[src/rtl/mmio_uart_tx_if.sv]
// Core data-bus view of the UART transmitter's register window.
// The core side (master) drives address, store data and the write strobe;
// the UART side (slave) returns combinational read data and its select flag.
interface mmio_uart_tx_if;
  logic [31:0] addr;
  logic [31:0] wdata;
  logic        mem_write;
  logic [31:0] rdata;
  logic        sel;

  modport master (output addr, wdata, mem_write, input rdata, sel);
  modport slave  (input addr, wdata, mem_write, output rdata, sel);
endinterface

[src/rtl/mmio_uart_tx.sv]
// Memory-mapped UART transmitter: a 16-byte register window on the core data
// bus feeding a small byte FIFO, drained by an 8N1 serialiser on tx.
// Optional build macro UART_TX_PARITY_EN adds a parity bit (even by default,
// odd when CTRL bit1 is set), making the frame 11 bits.
module mmio_uart_tx #(
  parameter logic [31:0] BASE_ADDR    = 32'h0000_1000,
  parameter int          CLKS_PER_BIT = 434,
  parameter int          FIFO_DEPTH   = 8
) (
  input  logic              clk,
  input  logic              rst,
  mmio_uart_tx_if.slave     bus,
  output logic              tx
);
  localparam int              AW         = $clog2(FIFO_DEPTH);
  localparam int              NW         = AW + 1;
  localparam int              CW         = $clog2(CLKS_PER_BIT);
  localparam logic [NW-1:0]   FULL_COUNT = NW'(FIFO_DEPTH);
  localparam logic [CW-1:0]   BAUD_LAST  = CW'(CLKS_PER_BIT - 1);

  typedef enum logic [2:0] {
    S_IDLE,
    S_START,
    S_DATA,
`ifdef UART_TX_PARITY_EN
    S_PARITY,
`endif
    S_STOP
  } state_t;

  // Bus decode; addr[1:0] and the upper store-data byte lanes are don't-care.
  logic       sel_w, wr_en, push, clr_ovf, ctrl_wr;
  logic [1:0] offset;
  logic       unused_bits;
  assign sel_w       = (bus.addr[31:4] == BASE_ADDR[31:4]);
  assign offset      = bus.addr[3:2];
  assign wr_en       = sel_w & bus.mem_write;
  assign push        = wr_en & (offset == 2'd0);
  assign clr_ovf     = wr_en & (offset == 2'd1) & bus.wdata[3];
  assign ctrl_wr     = wr_en & (offset == 2'd2);
  assign unused_bits = ^{bus.addr[1:0], bus.wdata[31:8]};

  // State
  logic [7:0]    mem_q [FIFO_DEPTH];
  logic [AW-1:0] wr_ptr_q, wr_ptr_d, rd_ptr_q, rd_ptr_d;
  logic [NW-1:0] count_q, count_d;
  logic          ovf_q, ovf_d, en_q;
`ifdef UART_TX_PARITY_EN
  logic          odd_q;
`endif
  state_t        state_q, state_d;
  logic [CW-1:0] baud_q, baud_d;
  logic [2:0]    bit_q, bit_d;
  logic [7:0]    data_q, data_d;
  logic          tx_q, tx_d;
  logic          full, empty, pop, push_ok, baud_done;

  assign full  = (count_q == FULL_COUNT);
  assign empty = (count_q == '0);

  // FIFO bookkeeping: a push into a full FIFO only lands if a pop frees a slot.
  always_comb begin
    push_ok  = push && (!full || pop);
    wr_ptr_d = push_ok ? wr_ptr_q + 1'b1 : wr_ptr_q;
    rd_ptr_d = pop ? rd_ptr_q + 1'b1 : rd_ptr_q;
    count_d  = count_q + NW'(push_ok) - NW'(pop);
    ovf_d    = ovf_q;
    if (push && full && !pop) ovf_d = 1'b1;
    if (clr_ovf)              ovf_d = 1'b0;
  end

  // FIFO storage write port.
  // NOTE: the byte array has no reset; count and pointers alone define which
  // entries are valid, so clearing the data would only cost logic.
  always_ff @(posedge clk) begin
    if (push_ok) mem_q[wr_ptr_q] <= bus.wdata[7:0];
  end

  // Serialiser next state, FIFO pop and registered tx level.
  always_comb begin
    // NOTE: every signal gets a default before the case so no path infers a latch.
    state_d   = state_q;
    bit_d     = bit_q;
    data_d    = data_q;
    pop       = 1'b0;
    baud_done = (baud_q == BAUD_LAST);
    case (state_q)
      S_IDLE: begin
        if (en_q && !empty) begin
          pop     = 1'b1;
          data_d  = mem_q[rd_ptr_q];
          state_d = S_START;
        end
      end
      S_START: begin
        if (baud_done) begin
          state_d = S_DATA;
          bit_d   = 3'd0;
        end
      end
      S_DATA: begin
        if (baud_done) begin
          bit_d = bit_q + 3'd1;
          if (bit_q == 3'd7) begin
`ifdef UART_TX_PARITY_EN
            state_d = S_PARITY;
`else
            state_d = S_STOP;
`endif
          end
        end
      end
`ifdef UART_TX_PARITY_EN
      S_PARITY: begin
        if (baud_done) state_d = S_STOP;
      end
`endif
      S_STOP: begin
        if (baud_done) begin
          if (en_q && !empty) begin
            pop     = 1'b1;
            data_d  = mem_q[rd_ptr_q];
            state_d = S_START;
          end else begin
            state_d = S_IDLE;
          end
        end
      end
      default: state_d = S_IDLE;
    endcase

    // Bit timer restarts on every state change and after each full bit.
    if (state_d != state_q || state_d == S_IDLE || baud_done) baud_d = '0;
    else                                                      baud_d = baud_q + 1'b1;

    // tx is registered from the next state so the pin never glitches.
    case (state_d)
      S_START:  tx_d = 1'b0;
      S_DATA:   tx_d = data_d[bit_d];
`ifdef UART_TX_PARITY_EN
      S_PARITY: tx_d = (^data_d) ^ odd_q;
`endif
      default:  tx_d = 1'b1;
    endcase
  end

  // State registers with synchronous reset; FIFO contents are dropped by
  // zeroing the count.
  // NOTE: non-blocking assignments here so every register samples pre-edge values.
  always_ff @(posedge clk) begin
    if (rst) begin
      wr_ptr_q <= '0;
      rd_ptr_q <= '0;
      count_q  <= '0;
      ovf_q    <= 1'b0;
      en_q     <= 1'b1;
`ifdef UART_TX_PARITY_EN
      odd_q    <= 1'b0;
`endif
      state_q  <= S_IDLE;
      baud_q   <= '0;
      bit_q    <= '0;
      data_q   <= '0;
      tx_q     <= 1'b1;
    end else begin
      wr_ptr_q <= wr_ptr_d;
      rd_ptr_q <= rd_ptr_d;
      count_q  <= count_d;
      ovf_q    <= ovf_d;
      if (ctrl_wr) begin
        en_q  <= bus.wdata[0];
`ifdef UART_TX_PARITY_EN
        odd_q <= bus.wdata[1];
`endif
      end
      state_q  <= state_d;
      baud_q   <= baud_d;
      bit_q    <= bit_d;
      data_q   <= data_d;
      tx_q     <= tx_d;
    end
  end

  // Zero-latency register read; outside the window rdata is 0 so the top
  // level can OR it with the data RAM read path.
  logic [31:0] status, ctrl_rd, rdata_w;
  always_comb begin
    status        = '0;
    status[0]     = full;
    status[1]     = empty;
    status[2]     = (state_q != S_IDLE);
    status[3]     = ovf_q;
    status[14:8]  = 7'(count_q);
    ctrl_rd       = '0;
    ctrl_rd[0]    = en_q;
`ifdef UART_TX_PARITY_EN
    ctrl_rd[1]    = odd_q;
`endif
    rdata_w       = '0;
    if (sel_w) begin
      case (offset)
        2'd1:    rdata_w = status;
        2'd2:    rdata_w = ctrl_rd;
        default: rdata_w = '0;
      endcase
    end
  end

  assign bus.rdata = rdata_w;
  assign bus.sel   = sel_w;
  assign tx        = tx_q;
endmodule

[src/flat_wrapper.sv]
// flat-port wrapper written by rule: the top's interface ports become plain ports
module mmio_uart_tx_flat 
#(
  parameter logic [31:0] BASE_ADDR    = 32'h0000_1000,
  parameter int          CLKS_PER_BIT = 434,
  parameter int          FIFO_DEPTH   = 8
)
  (clk, rst, tx, bus_addr, bus_wdata, bus_mem_write, bus_rdata, bus_sel);
  mmio_uart_tx_if bus_i ();
  input  logic clk;
  input  logic rst;
  output logic tx;
  input wire logic [$bits(bus_i.addr)-1:0] bus_addr;
  input wire logic [$bits(bus_i.wdata)-1:0] bus_wdata;
  input wire logic [$bits(bus_i.mem_write)-1:0] bus_mem_write;
  output wire logic [$bits(bus_i.rdata)-1:0] bus_rdata;
  output wire logic [$bits(bus_i.sel)-1:0] bus_sel;
  assign bus_i.addr = bus_addr;
  assign bus_i.wdata = bus_wdata;
  assign bus_i.mem_write = bus_mem_write;
  assign bus_rdata = bus_i.rdata;
  assign bus_sel = bus_i.sel;
  mmio_uart_tx #(.BASE_ADDR(BASE_ADDR), .CLKS_PER_BIT(CLKS_PER_BIT), .FIFO_DEPTH(FIFO_DEPTH)) u_core (.clk(clk), .rst(rst), .bus(bus_i), .tx(tx));
endmodule
[config.mk]
export PLATFORM = sky130hd
export DESIGN_NAME = mmio_uart_tx_flat
export DESIGN_NICKNAME = d
export VERILOG_FILES = /design/src/rtl/mmio_uart_tx_if.sv /design/src/rtl/mmio_uart_tx.sv /design/src/flat_wrapper.sv
export SDC_FILE = /design/constraint.sdc
export NUM_CORES = 1
export LEC_CHECK = 0
export BUFFER_PORTS_ARGS = -buffer_cell sky130_fd_sc_hd__buf_2
export CAP_MARGIN = 25
export CORE_ASPECT_RATIO = 1.5
export CORE_MARGIN = 4
export CORE_UTILIZATION = 40
export DETAILED_ROUTE_END_ITERATION = 10
export PLACE_DENSITY = 0.58
export SYNTH_ARGS = -nofsm -noshare
export SYNTH_HDL_FRONTEND = slang
export SYNTH_SLANG_ARGS = --single-unit
[constraint.sdc]
create_clock -name clk -period 3.9 [get_ports clk]
set_clock_uncertainty 0.15 [all_clocks]
set_input_delay 0.78 -clock clk [delete_from_list [all_inputs] [get_ports clk]]
set_output_delay 0.78 -clock clk [all_outputs]
set_load 0.005 [all_outputs]
==> results.ini <==
[global_route]
antenna_found_initial = 0
grt_pass1_wl_um = 15100
first_global_vias = 3040
grt_use_total = 0.139
grt_max_degree = 33
grt_overflow = 0

[pwr]
p_seq_frac = 0.464
power.density_nw_per_um2 = 502
power_frac_clock = 0.312
netSwitchingPower_mw = 0.752
switching_share = 0.273
combPwrFrac = 0.224
peakVddDrop_mv = 0.272
p_leak_nw = 2.04
p_int_mw = 2.00

[synth]
ys_async_sr_fraction = 0
yosysSeqAreaShare = 0.561
synth_area_leaders = edfxtp_1, dfxtp_1, mux2i_1
post_synth.cell_area_avg_um2 = 12.2
synth.distinct_cells = 54
synth.top_cell.area_share = 0.399
yosysTopAreaCell = edfxtp_1
yosysWarningCount = 0
synth-edff-count = 64
synthCells = 395
ys.flop_type = edfxtp_1
synth-seq-cells = 103
syn_area_um2 = 4820

[die]
start_util = 0.414
die_h_um = 142
core_area_um2 = 11700
die_w_um = 97.6
die-area_um2 = 13900
ios = 101
rows = 48

[timing]
rsz0062_at_grt = false
period_needed_ns = 3.34
max-slew-margin-rel = 0.506
finalMaxSlewViolations = 0
fmax_ghz = 0.299
finalHoldViolations = 0
setup_tns_ns = 0
finalSetupViolations = 0
tightest_slew_ns = 0.740
fin_crit_sh = 0.857

[final_layout]
area_growth_pct = 13.6
layout_common_cells = edfxtp_1, buf_2, nor2_1, dfxtp_1, mux2i_1
diodes = 0
fillers = 1107
drive_above_1_share = 0.218
final_util = 0.470
num-nets-final = 537
layout_commonest_cell = edfxtp_1

[run]
drv_cap = 0

[cts]
cts.path.max_buffers = 2
post_cts_buffers = 0
cts-root-buf = clkbuf_16
clk_latency_ns = 0.34
cts_tree = yes
cts_inserted_buffers = 9
htree_levels = 3
clkTransAtPathRegs_ns = 0.06
cts_resized = 0
ctsHoldBuffers = 0
cts_num_sinks = 103

[routing]
first_pass_iters = 5
drc_errors = 0
drt_iter0_drc = 123
vias_per_cell = 4.94
vias = 3003
routedWlPerCell_um = 15.4
ant_nets = 0
drt-total-wl_um = 9350

[placed_design]
numPortBuffers = 50
dpl.hpwl_um = 6690
routabilityCongestion = 0.762

[setup_path]
reg2reg_to = u_core.tx
worstSetupPathType = register to register
r2r_cells = 11
r2r-start = u_core.baud_q[3]
end_kind = register
r2r_slack_ns = 0.56
start_kind = register
cp.required_ns = 4.00
arrival_ns = 3.44
worst-path-max-fanout = 7

[hold_path]
hold_class = register to register
hp-start = u_core.baud_q[0]
worstHoldPathCells = 1
min_to = u_core.baud_q[0]

[status]
status = finished, final reports clean

==> state kept, by name (all words and copies together), names as in the netlist, named ones only <==
signal           count
u_core.mem_q        64
u_core.baud_q        9
u_core.data_q        8
u_core.count_q       4
u_core.bit_q         3
u_core.rd_ptr_q      3
u_core.state_q       3
u_core.wr_ptr_q      3
u_core.en_q          1
u_core.ovf_q         1
u_core.tx            1
==> through the flow <==
stage	cell area [um^2]	setup slack [ns]	power [mW]	instances	hold slack, ns
after CTS	5480	0.511	2.79	608	0.332
after floorplan	4910	0.875	1.78	419	0.280
final	5480	0.556	2.75	608	0.324
after global placement	5190	0.551	1.91	592	0.309
after detailed placement	5190	0.523	1.93	592	0.318
after global routing	5480	0.302	2.93	608	0.360
==> layout make-up <==
| class | count | area (um^2) | area share |
|---|---|---|---|
| Tap cell | 150 | 188 | 0.0343 |
| Clock buffer | 11 | 233 | 0.0425 |
| Inverter | 13 | 48.8 | 0.00891 |
| Multi-Input combinational cell | 264 | 1910 | 0.349 |
| Sequential cell | 103 | 2700 | 0.493 |
| Timing Repair Buffer | 62 | 340 | 0.0621 |
| Clock inverter | 5 | 51.3 | 0.00937 |
==> kinds of logic (layout without fill, tap and decap cells) <==
group                    Yosys count  count (layout)  synth area share
flip-flops                       103             103             0.561
multiplexers                      53              53             0.115
AO/OA/AOI/OAI                     47              47            0.0745
buffers and inverters             52              91            0.0610
adder cells (fa/ha/maj)           17              17            0.0457
AND/OR/NAND/NOR                  109             109             0.119
XOR/XNOR                          13              13            0.0236
other                              1              25          0.000778
==> power groups by stage <==
| stage | clock, mW | combinational (mW) | sequential, mW |
|---|---|---|---|
| after floorplan | 0 | 0.498 | 1.28 |
| after global placement | 0 | 0.614 | 1.30 |
| after detailed placement | 0 | 0.627 | 1.30 |
| after CTS | 0.882 | 0.629 | 1.28 |
| after global routing | 0.938 | 0.707 | 1.29 |
| final | 0.858 | 0.616 | 1.28 |
==> worst max path at each step <==
stage                           from         to  slack, ns  cells after the start
floorplan           u_core.baud_q[3]  u_core.tx       0.88                     11
global placement    u_core.baud_q[3]  u_core.tx       0.55                     11
detailed placement  u_core.baud_q[3]  u_core.tx       0.52                     11
CTS                 u_core.baud_q[3]  u_core.tx       0.51                     11
global route        u_core.baud_q[3]  u_core.tx       0.30                     11
finish              u_core.baud_q[3]  u_core.tx       0.56                     11
==> critical path: stages, from the launching register on <==
cell and delay [ns]:
dfxtp_1 0.36, or4b_4 0.57, nor2_4 0.20, inv_2 0.09, ha_1 0.17, nor3b_1 0.13, o21ai_0 0.36, nand2_1 0.34
mux2i_1 0.19, mux2_2 0.28, o211a_1 0.21, a211oi_2 0.20
==> Yosys cell counts (4+ instances only) <==
| cell | number |
|---|---|
| o21ai_0 | 4 |
| nor3_1 | 5 |
| xor2_1 | 7 |
| nor2b_1 | 4 |
| buf_2 | 4 |
| a221oi_1 | 8 |
| and3_1 | 7 |
| clkbuf_1 | 7 |
| xnor2_1 | 6 |
| nor4_1 | 7 |
| nor2_1 | 39 |
| nand2_1 | 15 |
| dfxtp_1 | 39 |
| mux2_2 | 18 |
| ha_1 | 16 |
| nand2b_1 | 4 |
| nand3_1 | 5 |
| o22ai_1 | 8 |
| buf_4 | 25 |
| inv_1 | 11 |
| edfxtp_1 | 64 |
| mux2i_1 | 35 |
| a21oi_1 | 6 |
| nor3b_1 | 6 |
==> routing by layer <==
| layer | global-route usage | vias up | share of wire |
|---|---|---|---|
| li1 | - | 1522 | - |
| met3 | 0.0309 | 8 | 0.046 |
| met1 | 0.153 | 1405 | 0.40 |
| met4 | 0.0481 | 0 | 0.013 |
| met2 | 0.262 | 68 | 0.54 |
| met5 | 0 | - | 0 |
(Power assumes the default switching activity.)
